<file path="config.mk">
export PLATFORM = sky130hd
export DESIGN_NAME = fc_mac_seq
export DESIGN_NICKNAME = d
export VERILOG_FILES = /design/src/rtl/fc_pkg.sv /design/src/rtl/fc_out_stage.sv /design/src/rtl/fc_mac_seq.sv
export SDC_FILE = /design/constraint.sdc
export NUM_CORES = 1
export LEC_CHECK = 0
export CAP_MARGIN = 20
export CELL_PAD_IN_SITES_DETAIL_PLACEMENT = 0
export CELL_PAD_IN_SITES_GLOBAL_PLACEMENT = 1
export CORE_MARGIN = 2
export CORE_UTILIZATION = 47
export CTS_CLUSTER_DIAMETER = 80
export DETAILED_ROUTE_END_ITERATION = 10
export PLACE_DENSITY_LB_ADDON = 0.08
export SETUP_SLACK_MARGIN = 0.3
export SLEW_MARGIN = 10
export SYNTH_ARGS = -nofsm -noshare
export SYNTH_HDL_FRONTEND = slang
export SYNTH_SLANG_ARGS = --single-unit
</file>
<file path="constraint.sdc">
create_clock -name clk -period 6.54 [get_ports clk]
set_input_delay 1.308 -clock clk [delete_from_list [all_inputs] [get_ports clk]]
set_output_delay 1.308 -clock clk [all_outputs]
set_load 0.1 [all_outputs]
</file>
<file path="src/rtl/fc_pkg.sv">
// rtl/fc_pkg.sv - shared widths, sequencer state encoding and the 8-bit saturator
package fc_pkg;

    localparam int DATA_W = 8;
    localparam int PROD_W = 16;

    typedef enum logic [2:0] {
        IDLE  = 3'd0,
        RUN   = 3'd1,
        DRAIN = 3'd2,
        BIAS  = 3'd3,
        OUT   = 3'd4
    } fc_mac_state_t;

    function automatic logic signed [DATA_W-1:0] sat8(input logic signed [63:0] v);
        if (v > 64'sd127)
            return 8'sd127;
        else if (v < -64'sd128)
            return -8'sd128;
        else
            return v[DATA_W-1:0];
    endfunction

endpackage

</file>
<file path="src/rtl/fc_out_stage.sv">
// rtl/fc_out_stage.sv - combinational floor shift, saturate to int8 and optional ReLU
module fc_out_stage
    import fc_pkg::*;
#(
    parameter int ACC_W     = 24,
    parameter int OUT_SHIFT = 6
) (
    input  logic signed [ACC_W-1:0]  acc,
    input  logic                     relu_en,
    output logic signed [DATA_W-1:0] result
);

    logic signed [ACC_W-1:0] s;
    logic signed [63:0]      s_ext;

    // Arithmetic shift of a signed value rounds toward minus infinity.
    assign s      = acc >>> OUT_SHIFT;
    assign s_ext  = 64'(s);
    assign result = (relu_en && s[ACC_W-1]) ? '0 : sat8(s_ext);

endmodule

</file>
<file path="src/rtl/fc_mac_seq.sv">
// rtl/fc_mac_seq.sv - one fully connected neuron: walk node/weight RAMs, MAC, bias, rescale
module fc_mac_seq
    import fc_pkg::*;
#(
    parameter  int N_IN      = 16,
    parameter  int ACC_W     = 24,
    parameter  int OUT_SHIFT = 6,
    localparam int AW        = (N_IN > 1) ? $clog2(N_IN) : 1
) (
    input  logic                     clk,
    input  logic                     rst,
    input  logic                     start,
    input  logic                     relu_en,
    input  logic signed [DATA_W-1:0] bias,
    output logic                     mem_en,
    output logic [AW-1:0]            mem_addr,
    input  logic signed [DATA_W-1:0] node,
    input  logic signed [DATA_W-1:0] wegt,
    output logic                     busy,
    output logic                     done,
    output logic signed [ACC_W-1:0]  acc_out,
    output logic signed [DATA_W-1:0] result
);

    localparam logic [AW-1:0] LAST = AW'(N_IN - 1);

    fc_mac_state_t state, state_nxt;

    logic [AW-1:0]            idx;
    logic                     rd_pend;
    logic                     relu_q;
    logic signed [DATA_W-1:0] bias_q;
    logic signed [ACC_W-1:0]  acc;
    logic signed [ACC_W-1:0]  acc_hold;
    logic signed [DATA_W-1:0] res_hold;
    logic signed [DATA_W-1:0] res_stage;
    logic signed [PROD_W-1:0] prod;
    logic signed [ACC_W-1:0]  prod_ext;
    logic signed [ACC_W-1:0]  bias_ext;

    assign prod     = PROD_W'(node) * PROD_W'(wegt);
    assign prod_ext = {{(ACC_W-PROD_W){prod[PROD_W-1]}}, prod};
    assign bias_ext = {{(ACC_W-DATA_W){bias_q[DATA_W-1]}}, bias_q};

    always_comb begin
        state_nxt = state;
        case (state)
            IDLE:    if (start) state_nxt = RUN;
            RUN:     if (idx == LAST) state_nxt = DRAIN;
            DRAIN:   state_nxt = BIAS;
            BIAS:    state_nxt = OUT;
            OUT:     state_nxt = IDLE;
            default: state_nxt = IDLE;
        endcase
    end

    assign mem_en   = (state == RUN);
    assign mem_addr = mem_en ? idx : '0;
    assign busy     = (state != IDLE);
    assign done     = (state == OUT);

    // Fresh values are visible in the done cycle itself; the hold registers keep them afterwards.
    assign acc_out  = done ? acc : acc_hold;
    assign result   = done ? res_stage : res_hold;

    always_ff @(posedge clk or posedge rst) begin
        if (rst) begin
            state    <= IDLE;
            idx      <= '0;
            rd_pend  <= 1'b0;
            relu_q   <= 1'b0;
            bias_q   <= '0;
            acc      <= '0;
            acc_hold <= '0;
            res_hold <= '0;
        end else begin
            state   <= state_nxt;
            rd_pend <= mem_en;
            case (state)
                IDLE: begin
                    if (start) begin
                        bias_q <= bias;
                        relu_q <= relu_en;
                        acc    <= '0;
                        idx    <= '0;
                    end
                end
                RUN: begin
                    idx <= idx + AW'(1);
                    if (rd_pend) acc <= acc + prod_ext;
                end
                DRAIN: begin
                    if (rd_pend) acc <= acc + prod_ext;
                end
                BIAS: begin
                    acc <= acc + bias_ext;
                end
                OUT: begin
                    acc_hold <= acc;
                    res_hold <= res_stage;
                end
                default: ;
            endcase
        end
    end

    fc_out_stage #(
        .ACC_W    (ACC_W),
        .OUT_SHIFT(OUT_SHIFT)
    ) u_out_stage (
        .acc    (acc),
        .relu_en(relu_q),
        .result (res_stage)
    );

endmodule

</file>
==> flow_metrics.env, run 1 <==
export IMPL_antenna_found_initial=0
export IMPL_clkTransAtPathRegs_ns=0.06
export IMPL_path_max_fanout=7
export IMPL_yosysWarnings=0
export IMPL_drc=0
export IMPL_ctsHoldBuffers=0
export IMPL_clockRootBuffer="clkbuf_16"
export IMPL_ys_flop_type="dfrtp_1"
export IMPL_dp_hpwl_mm=15.6
export IMPL_path_depth=19
export IMPL_r2r_cells=20
export IMPL_r2r_end="acc[22]$_DFFE_PP0P_"
export IMPL_vias_per_cell=5.28
export IMPL_die_w_um=135
export IMPL_maxSlewHeadroom=0.311
export IMPL_min_period_ns=6.05
export IMPL_hold_class="register to register"
export IMPL_rsz0062_at_grt="no"
export IMPL_worst_pin_slew_ns=1.03
export IMPL_core_region_area_sq_um=17100
export IMPL_grt_pass1_wl_mm=32.6
export IMPL_min_path_cells=2
export IMPL_max_cap_viol_count=0
export IMPL_area_growth_pct=22.9
export IMPL_drt_iter0_markers=347
export IMPL_path_delay_family="adder cells"
export IMPL_die_h_um=135
export IMPL_rrSetupSlack_ns=1.41
export IMPL_place_inst=1208
export IMPL_grt_max_degree=74
export IMPL_synth_cell_types=50
export IMPL_crit_path_end_kind="register"
export IMPL_cts_tree="done"
export IMPL_cpMostUsedCell="fa_1"
export IMPL_avgSynthCellArea_sq_um=9.36
export IMPL_fin_hold_ws_ns=0.470
export IMPL_path_class="input port to register"
export IMPL_seq_area_frac_synth=0.225
export IMPL_ys_ff_latch=73
export IMPL_setup_ws_ns=0.488
export IMPL_dp_slack_ns=-0.224
export IMPL_required_ns=6.75
export IMPL_htree_levels=3
export IMPL_slew_viol_final=0
export IMPL_fin_cells=1228
export IMPL_wirelength_mm=19.5
export IMPL_overflow=0
export IMPL_period_share=0.925
export IMPL_cp_start_kind="input port"
export IMPL_clock_sinks=73
export IMPL_status="finished, final reports clean"
export IMPL_layout_drive_gt1_share=0.129
export IMPL_initial_utilization=0.474
export IMPL_n_fill_cell=1520
export IMPL_wl_per_cell_um=15.8
export IMPL_synth_cells=867
export IMPL_antenna_left=0
export IMPL_vias=6485
export IMPL_rows=48
export IMPL_fmax_ghz=0.165
export IMPL_boundaryPins=67
export IMPL_final_util=0.583
export IMPL_critPathArrivalTime_ns=6.27
export IMPL_ys_async_sr_fraction=1.00
export IMPL_clk_latency_ns=0.33
export IMPL_timing_rr_start="acc[6]$_DFFE_PP0P_"
export IMPL_syn_num_nets=1078
export IMPL_dieArea_sq_um=18300
export IMPL_finClkSkew_ns=0.00464
export IMPL_cpMaxStageDelayCell="fa_1"
export IMPL_num_antenna_cells=0
export IMPL_first_pass_iters=5
export IMPL_critPathCapture="acc[22]$_DFFE_PP0P_"
export IMPL_setup_violations=0
export IMPL_gp_congestion=0.876
export IMPL_synth_area_sq_um=8120
export IMPL_cts_made_buffers=9
export IMPL_critical_path_max_stage_delay_ns=0.57
export IMPL_critPathLaunch="wegt[6]"
export IMPL_crit_chain="clkdlybuf4s50_1 -> buf_4 -> and2_1 -> fa_1 -> fa_1 -> fa_1 -> fa_1 -> ha_1 -> ha_1 -> o21a_1 -> nor2_1 -> a31oi_1 -> a41o_1 -> buf_4 -> o21ba_2 -> nand4_1 -> nand2_1 -> xor2_1 -> a221o_1"
export IMPL_gr_usage_all_layers=0.226
export IMPL_grt_pass1_vias=6670
export IMPL_fin_nets=1209
export IMPL_synth_edf_count=0
export IMPL_clock_path_buffers=2
export IMPL_hold_viol=0
export IMPL_critPathBufInv=3
export IMPL_port_buffers=66
-- routing by layer --
layer / vias to the layer above / global-route usage / part of all wire
li1: 3118 / - / -
met1: 3209 / 0.297 / 0.43
met2: 123 / 0.393 / 0.51
met3: 35 / 0.0318 / 0.036
met4: 0 / 0.0590 / 0.023
met5: - / 0 / 0
-- worst min-delay path by stage --
| stage | startpoint | to | slack, ns |
|---|---|---|---|
| after floorplan | acc[4]$_DFFE_PP0P_ | acc[4]$_DFFE_PP0P_ | 0.48 |
| after global placement | acc_hold[21]$_DFF_PP0_ | acc_hold[21]$_DFF_PP0_ | 0.45 |
| after detailed placement | acc_hold[11]$_DFF_PP0_ | acc_hold[11]$_DFF_PP0_ | 0.46 |
| after CTS | acc_hold[11]$_DFF_PP0_ | acc_hold[11]$_DFF_PP0_ | 0.48 |
| after global routing | acc_hold[15]$_DFF_PP0_ | acc_hold[15]$_DFF_PP0_ | 0.50 |
| final | acc_hold[7]$_DFF_PP0_ | acc_hold[7]$_DFF_PP0_ | 0.47 |
-- metrics by stage --
stage          instance area [sq um]  TNS [ns]
2_1_floorplan                   8120         0
3_3_place_gp                    9500    -0.553
3_5_place_dp                    9500     -1.04
4_1_cts                         9830         0
5_1_grt                         9980         0
6_report                        9980         0
-- cell usage after synthesis (9+ instances only) --
master / instances / area (sq um)
fa_1: 105 / 2100
o21ai_0: 46 / 230
inv_1: 110 / 413
nor2_1: 62 / 233
dfrtp_1: 73 / 1830
nand2_1: 125 / 469
and2_1: 38 / 238
a21oi_1: 34 / 170
clkbuf_1: 15 / 56.3
a21o_1: 11 / 82.6
nand3_1: 9 / 45.0
xor2_1: 13 / 114
ha_1: 78 / 976
xnor2_1: 34 / 298
a221oi_1: 11 / 96.3
-- placed cells by master (no fill, tap or decap), types with 11 or more instances in the layout --
master,n
a21oi_1,32
a221oi_1,11
nor2_1,61
clkdlybuf4s50_1,54
o21ai_0,44
xnor2_1,34
ha_1,71
inv_1,107
fa_1,103
xor2_1,13
buf_4,69
and2_1,35
dfrtp_1,73
a21o_1,11
nand2_1,124
-- flip-flops by register name, summed over array words and instances, names as in the netlist --
| name | cells |
|---|---|
| relu_q | 1 |
| rd_pend | 1 |
| acc_hold | 24 |
| acc | 24 |
| state | 3 |
| bias_q | 8 |
| idx | 4 |
| res_hold | 8 |
-- worst register-to-register path, stage by stage, from the launching register on --
cell,delay [ns]
dfrtp_1,0.37
inv_1,0.13
fa_1,0.55
inv_1,0.05
fa_1,0.49
inv_1,0.05
fa_1,0.47
inv_1,0.06
fa_1,0.47
ha_1,0.30
ha_1,0.30
nor2b_1,0.15
o211ai_1,0.22
a31oi_1,0.16
a41o_1,0.26
buf_4,0.14
o21ba_2,0.23
nand4_1,0.09
nand2_1,0.06
xor2_1,0.14
a221o_1,0.31
-- what timing repair did --
item | 4_1_cts | 5_1_grt
buffers inserted | 1 | 3
endpoints found under the setup margin | 7 | 10
pin swaps | 6 | 23
resized for setup | 15 | 33
-- logic make-up after synthesis --
kind of cell	count (synthesis)	share of synthesized area
buffers and inverters	129	0.0606
AOI/OAI and AO/OA	150	0.118
muxes	8	0.0111
xor gates and xnor gates	47	0.0507
DFF	73	0.225
adders and majority gates	183	0.379
and+or+nand+nor	277	0.155
-- area by class of cell --
| class | instances | area, sq um | share of cell area |
|---|---|---|---|
| sequential | 73 | 1830 | 0.183 |
| inverter | 112 | 420 | 0.0421 |
| tap | 225 | 282 | 0.0282 |
| clock buffer | 10 | 229 | 0.0229 |
| multi-input combinational | 665 | 5950 | 0.596 |
| clock inverter | 6 | 82.6 | 0.00828 |
| timing repair buffer | 137 | 1190 | 0.119 |
Power of run 1 is not shown: default switching activity piles up to over one toggle a cycle in this logic, so the estimate is an artifact.
==> run 2: changes to the inputs <==
Settings changed: CORE_UTILIZATION 47 to 48, CTS_CLUSTER_DIAMETER 80 to unset, SYNTH_HIERARCHICAL set to 1.
Clock period 6.54 ns to 5.6 ns, I/O delays scaled along.
==> flow_metrics.env, run 2 <==
export IMPL_wirelength_mm=20.6
export IMPL_required_ns=5.85
export IMPL_timing_rr_start="acc[6]$_DFFE_PP0P_"
export IMPL_gp_congestion=0.920
export IMPL_clk_latency_ns=0.34
export IMPL_r2r_cells=18
export IMPL_initial_utilization=0.489
export IMPL_fin_cells=1239
export IMPL_synth_area_sq_um=8440
export IMPL_max_cap_viol_count=0
export IMPL_syn_num_nets=1062
export IMPL_slew_viol_final=0
export IMPL_die_w_um=137
export IMPL_yosys_top_cells_count="114 x inv_1, 105 x fa_1, 78 x ha_1, 73 x dfrtp_1, 64 x nand2_1"
export IMPL_wl_per_cell_um=16.6
export IMPL_clkTransAtPathRegs_ns=0.06
export IMPL_reg_largest_list="acc x24, acc_hold x24"
export IMPL_dp_hpwl_mm=16.4
export IMPL_avgSynthCellArea_sq_um=9.91
export IMPL_dieArea_sq_um=18700
export IMPL_synth_cells=851
export IMPL_yosysWarnings=6
export IMPL_wl_met3_um=622
export IMPL_cts_made_buffers=9
export IMPL_layout_drive_gt1_share=0.255
export IMPL_synth_compound_area_frac=0.132
export IMPL_worst_pin_slew_ns=0.990
export IMPL_rsz0062_at_grt="yes"
export IMPL_clock_path_buffers=2
export IMPL_clockRootBuffer="clkbuf_16"
export IMPL_vias=6709
export IMPL_die_h_um=137
export IMPL_synth_adder_area_share=0.365
export IMPL_cp_start_kind="input port"
export IMPL_overflow=0
export IMPL_synth_simple_gate_area_frac=0.134
export IMPL_clock_sinks=73
export IMPL_cts_tree="done"
export IMPL_final_cell_mix="106 x inv_1, 97 x fa_1, 86 x buf_4, 73 x dfrtp_1, 58 x ha_1"
export IMPL_period_share=0.960
export IMPL_maxSlewHeadroom=0.338
export IMPL_fin_nets=1220
export IMPL_final_common_cell="inv_1"
export IMPL_area_growth_pct=29.2
export IMPL_synth_edf_count=0
export IMPL_synth_xor_area_frac=0.0374
export IMPL_setup_violations=0
export IMPL_synthTopCellsByArea="fa_1 25%, dfrtp_1 22%, ha_1 12%, mux2_2 5.3%, inv_1 5.1%"
export IMPL_gr_usage_all_layers=0.234
export IMPL_drt_iter0_markers=305
export IMPL_rrSetupSlack_ns=0.74
export IMPL_synth_largest_area_cell="fa_1"
export IMPL_fmax_ghz=0.186
export IMPL_critPathArrivalTime_ns=5.63
export IMPL_htree_levels=3
export IMPL_final_setup_tns_ns=0
export IMPL_seq_area_frac_synth=0.217
export IMPL_core_region_area_sq_um=17200
export IMPL_met2_length_mm=10.9
export IMPL_min_path_cells=1
export IMPL_path_class="input port to register"
export IMPL_min_period_ns=5.38
export IMPL_place_inst=1206
export IMPL_vias_per_cell=5.41
export IMPL_synth_area_mux_share=0.0546
export IMPL_boundaryPins=67
export IMPL_first_pass_iters=5
export IMPL_synth_top_area_frac=0.249
export IMPL_drc=0
export IMPL_min_from="acc_hold[5]$_DFF_PP0_"
export IMPL_rows=48
export IMPL_crit_path_end_kind="register"
export IMPL_finClkSkew_ns=0.00864
export IMPL_status="finished, final reports clean"
export IMPL_maxUsedRoutingLayer="met4"
export IMPL_ctsHoldBuffers=0
export IMPL_path_max_fanout=8
export IMPL_hold_viol=0
export IMPL_hold_end="acc_hold[5]$_DFF_PP0_"
export IMPL_synth_cell_types=66
export IMPL_ys_ff_latch=73
export IMPL_ys_flop_type="dfrtp_1"
export IMPL_hold_class="register to register"
export IMPL_port_buffers=66
export IMPL_grt_pass1_wl_mm=34.2
export IMPL_grt_pass1_vias=7002
export IMPL_antenna_found_initial=0
export IMPL_ys_async_sr_fraction=1.00
export IMPL_synthMostInstantiatedCell="inv_1"
export IMPL_num_antenna_cells=0
export IMPL_synth_top_family_by_area="adder cells"
export IMPL_grt_max_degree=40
export IMPL_antenna_left=0
export IMPL_wl_met1_mm=8.62
export IMPL_r2r_end="acc[22]$_DFFE_PP0P_"
## run 2: changes by cell type after synthesis, sizes merged, moves of 5 or more
cell    delta
nand2     -61
mux2      +32
clkbuf    -11
o21ai     -11
buf       +10
o21a      +10
xnor2     -10
and3       +8
nor2       -7
a22oi      -5
nand3      +5
o211ai     +5
## run 2: worst max-delay path, stage by stage
cell      delay (ns)
buf_8           0.11
and2_4          0.16
buf_6           0.14
buf_6           0.14
fa_1            0.52
fa_1            0.45
fa_1            0.58
fa_1            0.46
ha_4            0.29
ha_4            0.19
a21o_1          0.17
a21o_1          0.22
a211oi_2        0.27
nand3_2         0.15
a311o_1         0.37
o311a_1         0.12
o211ai_1        0.16
## run 2: logic make-up after synthesis
| logic type | Yosys count |
|---|---|
| simple gates | 227 |
| fa+ha+maj | 183 |
| compound gates | 159 |
| buf+inv | 132 |
| flops | 73 |
| mux | 41 |
| xor+xnor | 36 |
## run 2: how the worst max path moves through the flow
stage / from / endpoint / slack (ns) / cells after the start
global placement: node[4] / acc[23]$_DFFE_PP0P_ / -0.64 / 17
global route: wegt[1] / acc[22]$_DFFE_PP0P_ / 0.10 / 17
detailed placement: node[7] / acc[22]$_DFFE_PP0P_ / -0.73 / 19
floorplan: node[7] / acc[13]$_DFFE_PP0P_ / 0.06 / 17
CTS: node[7] / acc[21]$_DFFE_PP0P_ / 0.25 / 18
finish: wegt[0] / acc[22]$_DFFE_PP0P_ / 0.22 / 17
## run 2: cell type report
type	count	area (sq um)
Multi-Input combinational cell	646	6530
Fill cell	1423	6340
Sequential cell	73	1830
Timing Repair Buffer	163	1470
Inverter	116	443
Tap cell	225	282
Clock buffer	10	229
Clock inverter	6	115
## run 2: metrics by stage
step	cell area, sq um	utilization	hold WS (ns)	setup WS (ns)
finish	10900	0.632	0.494	0.224
global route	10900	0.632	0.510	0.103
CTS	10700	0.622	0.499	0.249
detailed placement	10000	0.582	0.484	-0.727
global placement	10000	0.582	0.479	-0.645
floorplan	8560	-	0.485	0.0570
## run 2: per-layer routing
| metal | up-vias | GRT usage |
|---|---|---|
| li1 | 3189 | - |
| met1 | 3344 | 0.295 |
| met2 | 138 | 0.420 |
| met3 | 38 | 0.0326 |
| met4 | 0 | 0.0608 |
| met5 | - | 0 |
## run 2: timing repair
| item | 4_1_cts | 5_1_grt |
|---|---|---|
| setup endpoints to repair | 15 | 11 |
| setup buffers | 12 | 4 |
| pin swaps | 64 | 27 |
| gates resized for setup | 150 | 23 |
Power of run 2 is left out for the same reason.
